==> config.mk <==
export PLATFORM = sky130hd
export DESIGN_NAME = id_stage_pipelined
export DESIGN_NICKNAME = d
export VERILOG_FILES = /design/src/rtl/id_stage_pipelined_pkg.sv /design/src/rtl/id_reg_file_bypass.sv /design/src/rtl/id_stage_pipelined.sv
export SDC_FILE = /design/constraint.sdc
export NUM_CORES = 2
export LEC_CHECK = 0
export ABC_AREA = 1
export CAP_MARGIN = 20
export CORE_MARGIN = 2
export CORE_UTILIZATION = 35
export DETAILED_ROUTE_END_ITERATION = 16
export PLACE_DENSITY = 0.59
export SLEW_MARGIN = 20
export SYNTH_ARGS = -nofsm -noshare
export SYNTH_HDL_FRONTEND = slang
export SYNTH_SLANG_ARGS = --single-unit
export TNS_END_PERCENT = 30
==> constraint.sdc <==
create_clock -name clk -period 42.5 [get_ports clk]
set_input_delay 10.625 -clock clk [delete_from_list [all_inputs] [get_ports clk]]
set_output_delay 10.625 -clock clk [all_outputs]
set_load 0.01 [all_outputs]
==> src/rtl/id_stage_pipelined_pkg.sv <==
// Shared constants and encodings for the registered decode (ID) stage.
// Latency: n/a (declarations only).
// Backpressure: n/a (declarations only).
//
// Holds the default widths used by id_stage_pipelined and id_reg_file_bypass,
// the ALU-type encodings produced by id_decoder, and the hardwired-zero
// register index.
package id_stage_pipelined_pkg;

    // Default widths; modules take these as parameter defaults.
    localparam int XLEN_DEF  = 32;
    localparam int NREG_DEF  = 32;
    localparam int REG_W_DEF = 5;
    localparam int ALU_W_DEF = 4;

    // Register index that always reads as zero and ignores writes.
    localparam int ZERO_REG = 0;

    // ALU operation encodings carried from the decoder through ID/EX.
    typedef enum logic [ALU_W_DEF-1:0] {
        ALU_ADD  = 4'h0,
        ALU_SUB  = 4'h1,
        ALU_SLL  = 4'h2,
        ALU_SLT  = 4'h3,
        ALU_SLTU = 4'h4,
        ALU_XOR  = 4'h5,
        ALU_SRL  = 4'h6,
        ALU_SRA  = 4'h7,
        ALU_OR   = 4'h8,
        ALU_AND  = 4'h9,
        ALU_LUI  = 4'hA,
        ALU_PASS = 4'hB
    } alu_type_e;

    // True when a source index names a real (non-zero) register.
    function automatic logic is_live_reg(input logic [REG_W_DEF-1:0] idx);
        return idx != REG_W_DEF'(ZERO_REG);
    endfunction

endpackage

==> src/rtl/id_reg_file_bypass.sv <==
// Architectural register file with EX/MEM and WB bypass on both read ports.
// Latency: reads are combinational; the write lands at the rising clock edge.
// Backpressure: none; the write port is always accepted.
//
// Ports:
//   clk, rst            clock, asynchronous active-high reset (clears all regs)
//   wb_we/wb_rd/wb_data write port; writes to register 0 are dropped
//   fwd_valid/fwd_rd/fwd_data  EX/MEM non-load result for bypass
//   rs1, rs2            read indices
//   src1, src2          resolved operands
module id_reg_file_bypass
    import id_stage_pipelined_pkg::*;
#(
    parameter int XLEN  = XLEN_DEF,
    parameter int NREG  = NREG_DEF,
    parameter int REG_W = REG_W_DEF
) (
    input  logic             clk,
    input  logic             rst,
    input  logic             wb_we,
    input  logic [REG_W-1:0] wb_rd,
    input  logic [XLEN-1:0]  wb_data,
    input  logic             fwd_valid,
    input  logic [REG_W-1:0] fwd_rd,
    input  logic [XLEN-1:0]  fwd_data,
    input  logic [REG_W-1:0] rs1,
    input  logic [REG_W-1:0] rs2,
    output logic [XLEN-1:0]  src1,
    output logic [XLEN-1:0]  src2
);

    if ($clog2(NREG) != REG_W) begin : g_bad_reg_w
        $error("REG_W must equal clog2(NREG)");
    end

    logic [XLEN-1:0] regs [NREG];

    // Register 0 is never written, so after reset it stays zero in storage
    // as well as being forced to zero on the read side.
    always_ff @(posedge clk or posedge rst) begin
        if (rst) begin
            for (int i = 0; i < NREG; i++) begin
                regs[i] <= '0;
            end
        end else if (wb_we && (wb_rd != REG_W'(ZERO_REG)) && (int'(wb_rd) < NREG)) begin
            regs[wb_rd] <= wb_data;
        end
    end

    // Read priority: zero register, then the younger EX/MEM result, then the
    // WB value being written this cycle, then storage. Indices beyond NREG
    // (possible when NREG is not a power of two) read as zero.
    function automatic logic [XLEN-1:0] resolve(input logic [REG_W-1:0] rs,
                                                input logic [XLEN-1:0] stored);
        logic [XLEN-1:0] val;
        val = stored;
        if (rs == REG_W'(ZERO_REG)) begin
            val = '0;
        end else if (fwd_valid && (fwd_rd == rs)) begin
            val = fwd_data;
        end else if (wb_we && (wb_rd == rs)) begin
            val = wb_data;
        end
        return val;
    endfunction

    logic [XLEN-1:0] rf_rd1;
    logic [XLEN-1:0] rf_rd2;

    always_comb begin
        rf_rd1 = '0;
        rf_rd2 = '0;
        if (int'(rs1) < NREG) begin
            rf_rd1 = regs[rs1];
        end
        if (int'(rs2) < NREG) begin
            rf_rd2 = regs[rs2];
        end
    end

    assign src1 = resolve(rs1, rf_rd1);
    assign src2 = resolve(rs2, rf_rd2);

endmodule

==> src/rtl/id_stage_pipelined.sv <==
// Registered decode stage: operand read with bypass, load-use stall, ID/EX register.
// Latency: 1 cycle from accept (in_valid & in_ready) to out_valid.
// Backpressure: out_ready low holds ID/EX and drops in_ready; hazards and flush also drop in_ready.
//
// Ports:
//   clk, rst                     clock, asynchronous active-high reset
//   in_valid/in_ready + in_*     decoded instruction from IF/ID / id_decoder
//   fwd_valid/fwd_rd/fwd_data    EX/MEM non-load result for bypass
//   mem_load_valid/mem_load_rd   load in MEM whose data is not yet available
//   wb_we/wb_rd/wb_data          register-file write-back port
//   flush                        kills ID/EX contents and this cycle's input
//   out_valid/out_ready + out_*  ID/EX register towards EX
module id_stage_pipelined
    import id_stage_pipelined_pkg::*;
#(
    parameter int XLEN  = XLEN_DEF,
    parameter int NREG  = NREG_DEF,
    parameter int REG_W = REG_W_DEF,
    parameter int ALU_W = ALU_W_DEF
) (
    input  logic             clk,
    input  logic             rst,

    input  logic             in_valid,
    output logic             in_ready,
    input  logic [ALU_W-1:0] in_alu_type,
    input  logic [REG_W-1:0] in_rd,
    input  logic             in_rd_wen,
    input  logic [REG_W-1:0] in_rs1,
    input  logic [REG_W-1:0] in_rs2,
    input  logic             in_use_rs1,
    input  logic             in_use_rs2,
    input  logic [XLEN-1:0]  in_imm,
    input  logic             in_imm_tag,
    input  logic             in_is_load,

    input  logic             fwd_valid,
    input  logic [REG_W-1:0] fwd_rd,
    input  logic [XLEN-1:0]  fwd_data,

    input  logic             mem_load_valid,
    input  logic [REG_W-1:0] mem_load_rd,

    input  logic             wb_we,
    input  logic [REG_W-1:0] wb_rd,
    input  logic [XLEN-1:0]  wb_data,

    input  logic             flush,

    output logic             out_valid,
    input  logic             out_ready,
    output logic [ALU_W-1:0] out_alu_type,
    output logic [REG_W-1:0] out_rd,
    output logic             out_rd_wen,
    output logic             out_is_load,
    output logic [XLEN-1:0]  out_src1,
    output logic [XLEN-1:0]  out_src2,
    output logic [XLEN-1:0]  out_imm,
    output logic             out_imm_tag
);

    logic [XLEN-1:0] rd_src1;
    logic [XLEN-1:0] rd_src2;
    logic            hazard;
    logic            capture;

    id_reg_file_bypass #(
        .XLEN  (XLEN),
        .NREG  (NREG),
        .REG_W (REG_W)
    ) u_rf (
        .clk       (clk),
        .rst       (rst),
        .wb_we     (wb_we),
        .wb_rd     (wb_rd),
        .wb_data   (wb_data),
        .fwd_valid (fwd_valid),
        .fwd_rd    (fwd_rd),
        .fwd_data  (fwd_data),
        .rs1       (in_rs1),
        .rs2       (in_rs2),
        .src1      (rd_src1),
        .src2      (rd_src2)
    );

    // A source waits on a load that has not produced data yet: either the
    // load is still in ID/EX, or it is in MEM. Once the load reaches WB its
    // value arrives through the WB bypass, so no third check is needed.
    function automatic logic src_blocked(input logic use_rs, input logic [REG_W-1:0] rs);
        logic in_idex;
        logic in_mem;
        in_idex = out_valid && out_is_load && out_rd_wen && (out_rd == rs);
        in_mem  = mem_load_valid && (mem_load_rd == rs);
        return use_rs && (rs != REG_W'(ZERO_REG)) && (in_idex || in_mem);
    endfunction

    always_comb begin
        hazard = 1'b0;
        if (in_valid) begin
            hazard = src_blocked(in_use_rs1, in_rs1) || src_blocked(in_use_rs2, in_rs2);
        end
    end

    assign in_ready = (~out_valid | out_ready) & ~hazard & ~flush & ~rst;
    assign capture  = in_valid & in_ready;

    // Valid bit: flush beats everything; a consumed entry with no new capture
    // leaves a bubble; otherwise the entry holds.
    always_ff @(posedge clk or posedge rst) begin
        if (rst) begin
            out_valid <= 1'b0;
        end else if (flush) begin
            out_valid <= 1'b0;
        end else if (capture) begin
            out_valid <= 1'b1;
        end else if (out_ready) begin
            out_valid <= 1'b0;
        end
    end

    // Payload only moves on capture so EX sees stable operands while stalled
    // and the datapath does not toggle through bubbles. capture already
    // excludes flush via in_ready.
    always_ff @(posedge clk or posedge rst) begin
        if (rst) begin
            out_alu_type <= '0;
            out_rd       <= '0;
            out_rd_wen   <= 1'b0;
            out_is_load  <= 1'b0;
            out_src1     <= '0;
            out_src2     <= '0;
            out_imm      <= '0;
            out_imm_tag  <= 1'b0;
        end else if (capture) begin
            out_alu_type <= in_alu_type;
            out_rd       <= in_rd;
            out_rd_wen   <= in_rd_wen;
            out_is_load  <= in_is_load;
            out_src1     <= rd_src1;
            out_src2     <= rd_src2;
            out_imm      <= in_imm;
            out_imm_tag  <= in_imm_tag;
        end
    end

endmodule

==> results.sh <==
export IMPL_worst_skew_pair_late_latency_ps=790
export IMPL_max_cap_viol_count=0
export IMPL_clk_root_buffer_cell="sky130_fd_sc_hd__clkbuf_16"
export IMPL_cpMaxStageDelayCell="sky130_fd_sc_hd__inv_8"
export IMPL_buffer_ports_inserted=252
export IMPL_tritoncts="done"
export IMPL_synth_seq_cells=1133
export IMPL_ir_drop_mv=0.0427
export IMPL_final_min_period_over_clock_period=0.577
export IMPL_worstPathBufferInverterCount=4
export IMPL_vias_per_cell=5.73
export IMPL_leakage_nw=32.2
export IMPL_final_setup_viol_count=0
export IMPL_synth_nets=9071
export IMPL_initial_core_util=0.353
export IMPL_powerDensity_mw_per_mm2=47.0
export IMPL_gr_total_overflow=0
export IMPL_drive_gt1_frac=0.0473
export IMPL_synth_warnings=0
export IMPL_cp_slowest_stage_delay_ps=650
export IMPL_worst_min_path_class="flop to flop"
export IMPL_critical_path_max_fanout=148
export IMPL_grt_setup_unrepaired="false"
export IMPL_die_width_um=425
export IMPL_synth_edf_count=0
export IMPL_dr_total_vias=63500
export IMPL_std_cell_rows=154
export IMPL_fmax_mhz=40.8
export IMPL_grt_first_pass_wirelength_um=395000
export IMPL_dpl_cell_count=10800
export IMPL_dpl_hpwl_um=149000
export IMPL_status="complete, no violations"
export IMPL_crit_type="input pin to output pin"
export IMPL_finalMaxSlewViolations=0
export IMPL_critPathCaptureType="output pin"
export IMPL_setup_reg_to_reg_worst_slack_ps=39250
export IMPL_path_delay_family="buffers and inverters"
export IMPL_worst_slew_pin_slew_ps=1190
export IMPL_drt_initial_drc_count=9508
export IMPL_crit_arrival_ps=13890
export IMPL_detail_route_drc_violations=0
export IMPL_dominant_cell_type_by_count_on_the_critical_path="sky130_fd_sc_hd__nand2_1"
export IMPL_synth_area_per_cell_um2=6.96
export IMPL_antenna_found_initial=3
export IMPL_cp_data_required_time_ps=31870
export IMPL_finalHoldViolations=0
export IMPL_core_mm2=0.176
export IMPL_grt_util_all_layers=0.289
export IMPL_finalNetCount=8776
export IMPL_io_pin_count=253
export IMPL_synth_area_mm2=0.0621
export IMPL_vias_in_the_first_global_route=58300
export IMPL_area_growth_syn_to_layout_pct=12.7
export IMPL_finalClockSkew_ps=27.9
export IMPL_chipHeight_um=425
export IMPL_cts_hold_repair_buffers=0
export IMPL_ctsResizeCount=0
export IMPL_finalWorstPathRequiredPeriod_ps=24510
export IMPL_ys_dominant_reg_cell="sky130_fd_sc_hd__dfrtp_1"
export IMPL_routed_wirelength_um=269000
export IMPL_cts_htree_levels=4
export IMPL_layout_commonest_cell="sky130_fd_sc_hd__nand2_1"
export IMPL_cts_made_buffers=134
export IMPL_place_gp_congestion=0.916
export IMPL_synth_cell_type_count=28
export IMPL_slew_limit_headroom=0.204
export IMPL_layout_cells_most_common_list="sky130_fd_sc_hd__nand2_1, sky130_fd_sc_hd__nand3_1, sky130_fd_sc_hd__dfrtp_1"
export IMPL_grt_max_degree=178
export IMPL_post_drt_wl_per_cell_um=24.3
export IMPL_drt_antenna_violating_nets=0
export IMPL_clock_path_buffers=3
export IMPL_setup_total_negative_slack_ps=0
export IMPL_router_iterations_before_antenna_repair=6
export IMPL_critical_path_startpoint_type="input pin"
export IMPL_critical_path_cell_chain="buf_8 > inv_8 > buf_12 > nand2_1 > nand2_1 > nor2_1 > nand3_1 > nand2_1 > nand2_1 > nand2_1 > a21boi_0 > clkdlybuf4s50_1"
export IMPL_clock_edge_transition_at_the_registers_on_the_reported_setup_and_hold_paths_ps=60
export IMPL_postSynth_asyncResetShare=1.00
export IMPL_synthCells=8928
export IMPL_post_layout_nonfiller_instances=11100
export IMPL_cts_sink_count=1133
export IMPL_postCtsSetupBuffers=0
export IMPL_floorplan_die_area_mm2=0.181
export IMPL_synth_seq_area_share=0.456
-- flip-flops by register name, indices dropped and copies added, names as in the netlist --
register	cells
out_imm	32
out_rd	5
out_src1	32
out_valid	1
out_imm_tag	1
out_is_load	1
u_rf.regs	1024
out_rd_wen	1
out_src2	32
out_alu_type	4
-- metal layers --
| metal | routed length [um] | global-route usage |
|---|---|---|
| met2 | 115000 | 0.428 |
| met4 | 14900 | 0.146 |
| met1 | 107000 | 0.395 |
| met3 | 31100 | 0.0666 |
| met5 | 20 | 0 |
-- final timing paths --
check / from / depth (start not counted) / to
hold reg to reg: u_rf.regs[1007] / 0 / u_rf.regs[1007]
setup reg to reg: out_rd[2] / 12 / out_src2[1]
max in group asynchronous: rst / 6 / u_rf.regs[770]
hold / removal: u_rf.regs[1007] / 0 / u_rf.regs[1007]
min in group asynchronous: rst / 2 / out_valid
setup / recovery: in_rs2[0] / 12 / in_ready
-- metrics by stage --
step,power [W],setup slack [ps],hold slack (ps),util,area [um2]
3_3_place_gp,0.00209,18110,386,0.372,65500
6_report,0.00329,17990,401,0.397,70000
3_5_place_dp,0.00211,18080,390,0.372,65500
5_1_grt,0.00346,17870,410,0.397,70000
2_1_floorplan,0.00187,16240,451,-,62200
4_1_cts,0.00329,18080,404,0.397,70000
-- synthesized netlist by cell type, drive strengths merged (5+ instances only) --
library cell	count	area, um2
dfrtp	1133	28400
nor2	327	1250
o21ai	995	4980
nand3	1435	7180
a21oi	271	1370
o22ai	7	43.8
clkbuf	505	1900
o211ai	111	833
nor3	13	85.1
xor2	5	43.8
nand2	3419	12800
inv	291	1090
nand4	111	694
buf	299	1430
-- report_power, final --
part	switching, W	total, W	internal (W)
sequential	0.000154	0.00144	0.00128
combinational	0.000425	0.000673	0.000248
clock	0.000498	0.00118	0.000684
total	0.00108	0.00329	0.00222
-- worst register-to-register path, delay by kind of cell (launching register included) --
kind | cells | cell delay (ps)
and+or+nand+nor | 10 | 2170
DFF | 1 | 470
buffers and inverters | 2 | 550
-- final cells by class --
cell class | instances | area [um2]
clock inverter | 43 | 510
inverter | 291 | 1130
timing repair buffer | 373 | 3600
tap | 2340 | 2930
fill | 18100 | 106000
multi-input combinational | 6700 | 29600
antenna | 3 | 7.51
clock buffer | 193 | 3940
sequential | 1133 | 28400
-- cells by family (layout without fill, tap and decap cells) --
group	count (synthesis)	in the layout	share of synthesized area
AND/OR/NAND/NOR	5307	5307	0.355
flip-flops	1133	1133	0.456
AO/OA/AOI/OAI	1387	1387	0.117
XOR/XNOR	6	6	0.000846
other	0	3	0
buffers and inverters	1095	900	0.0711
Power figures use the tool's default switching activity.
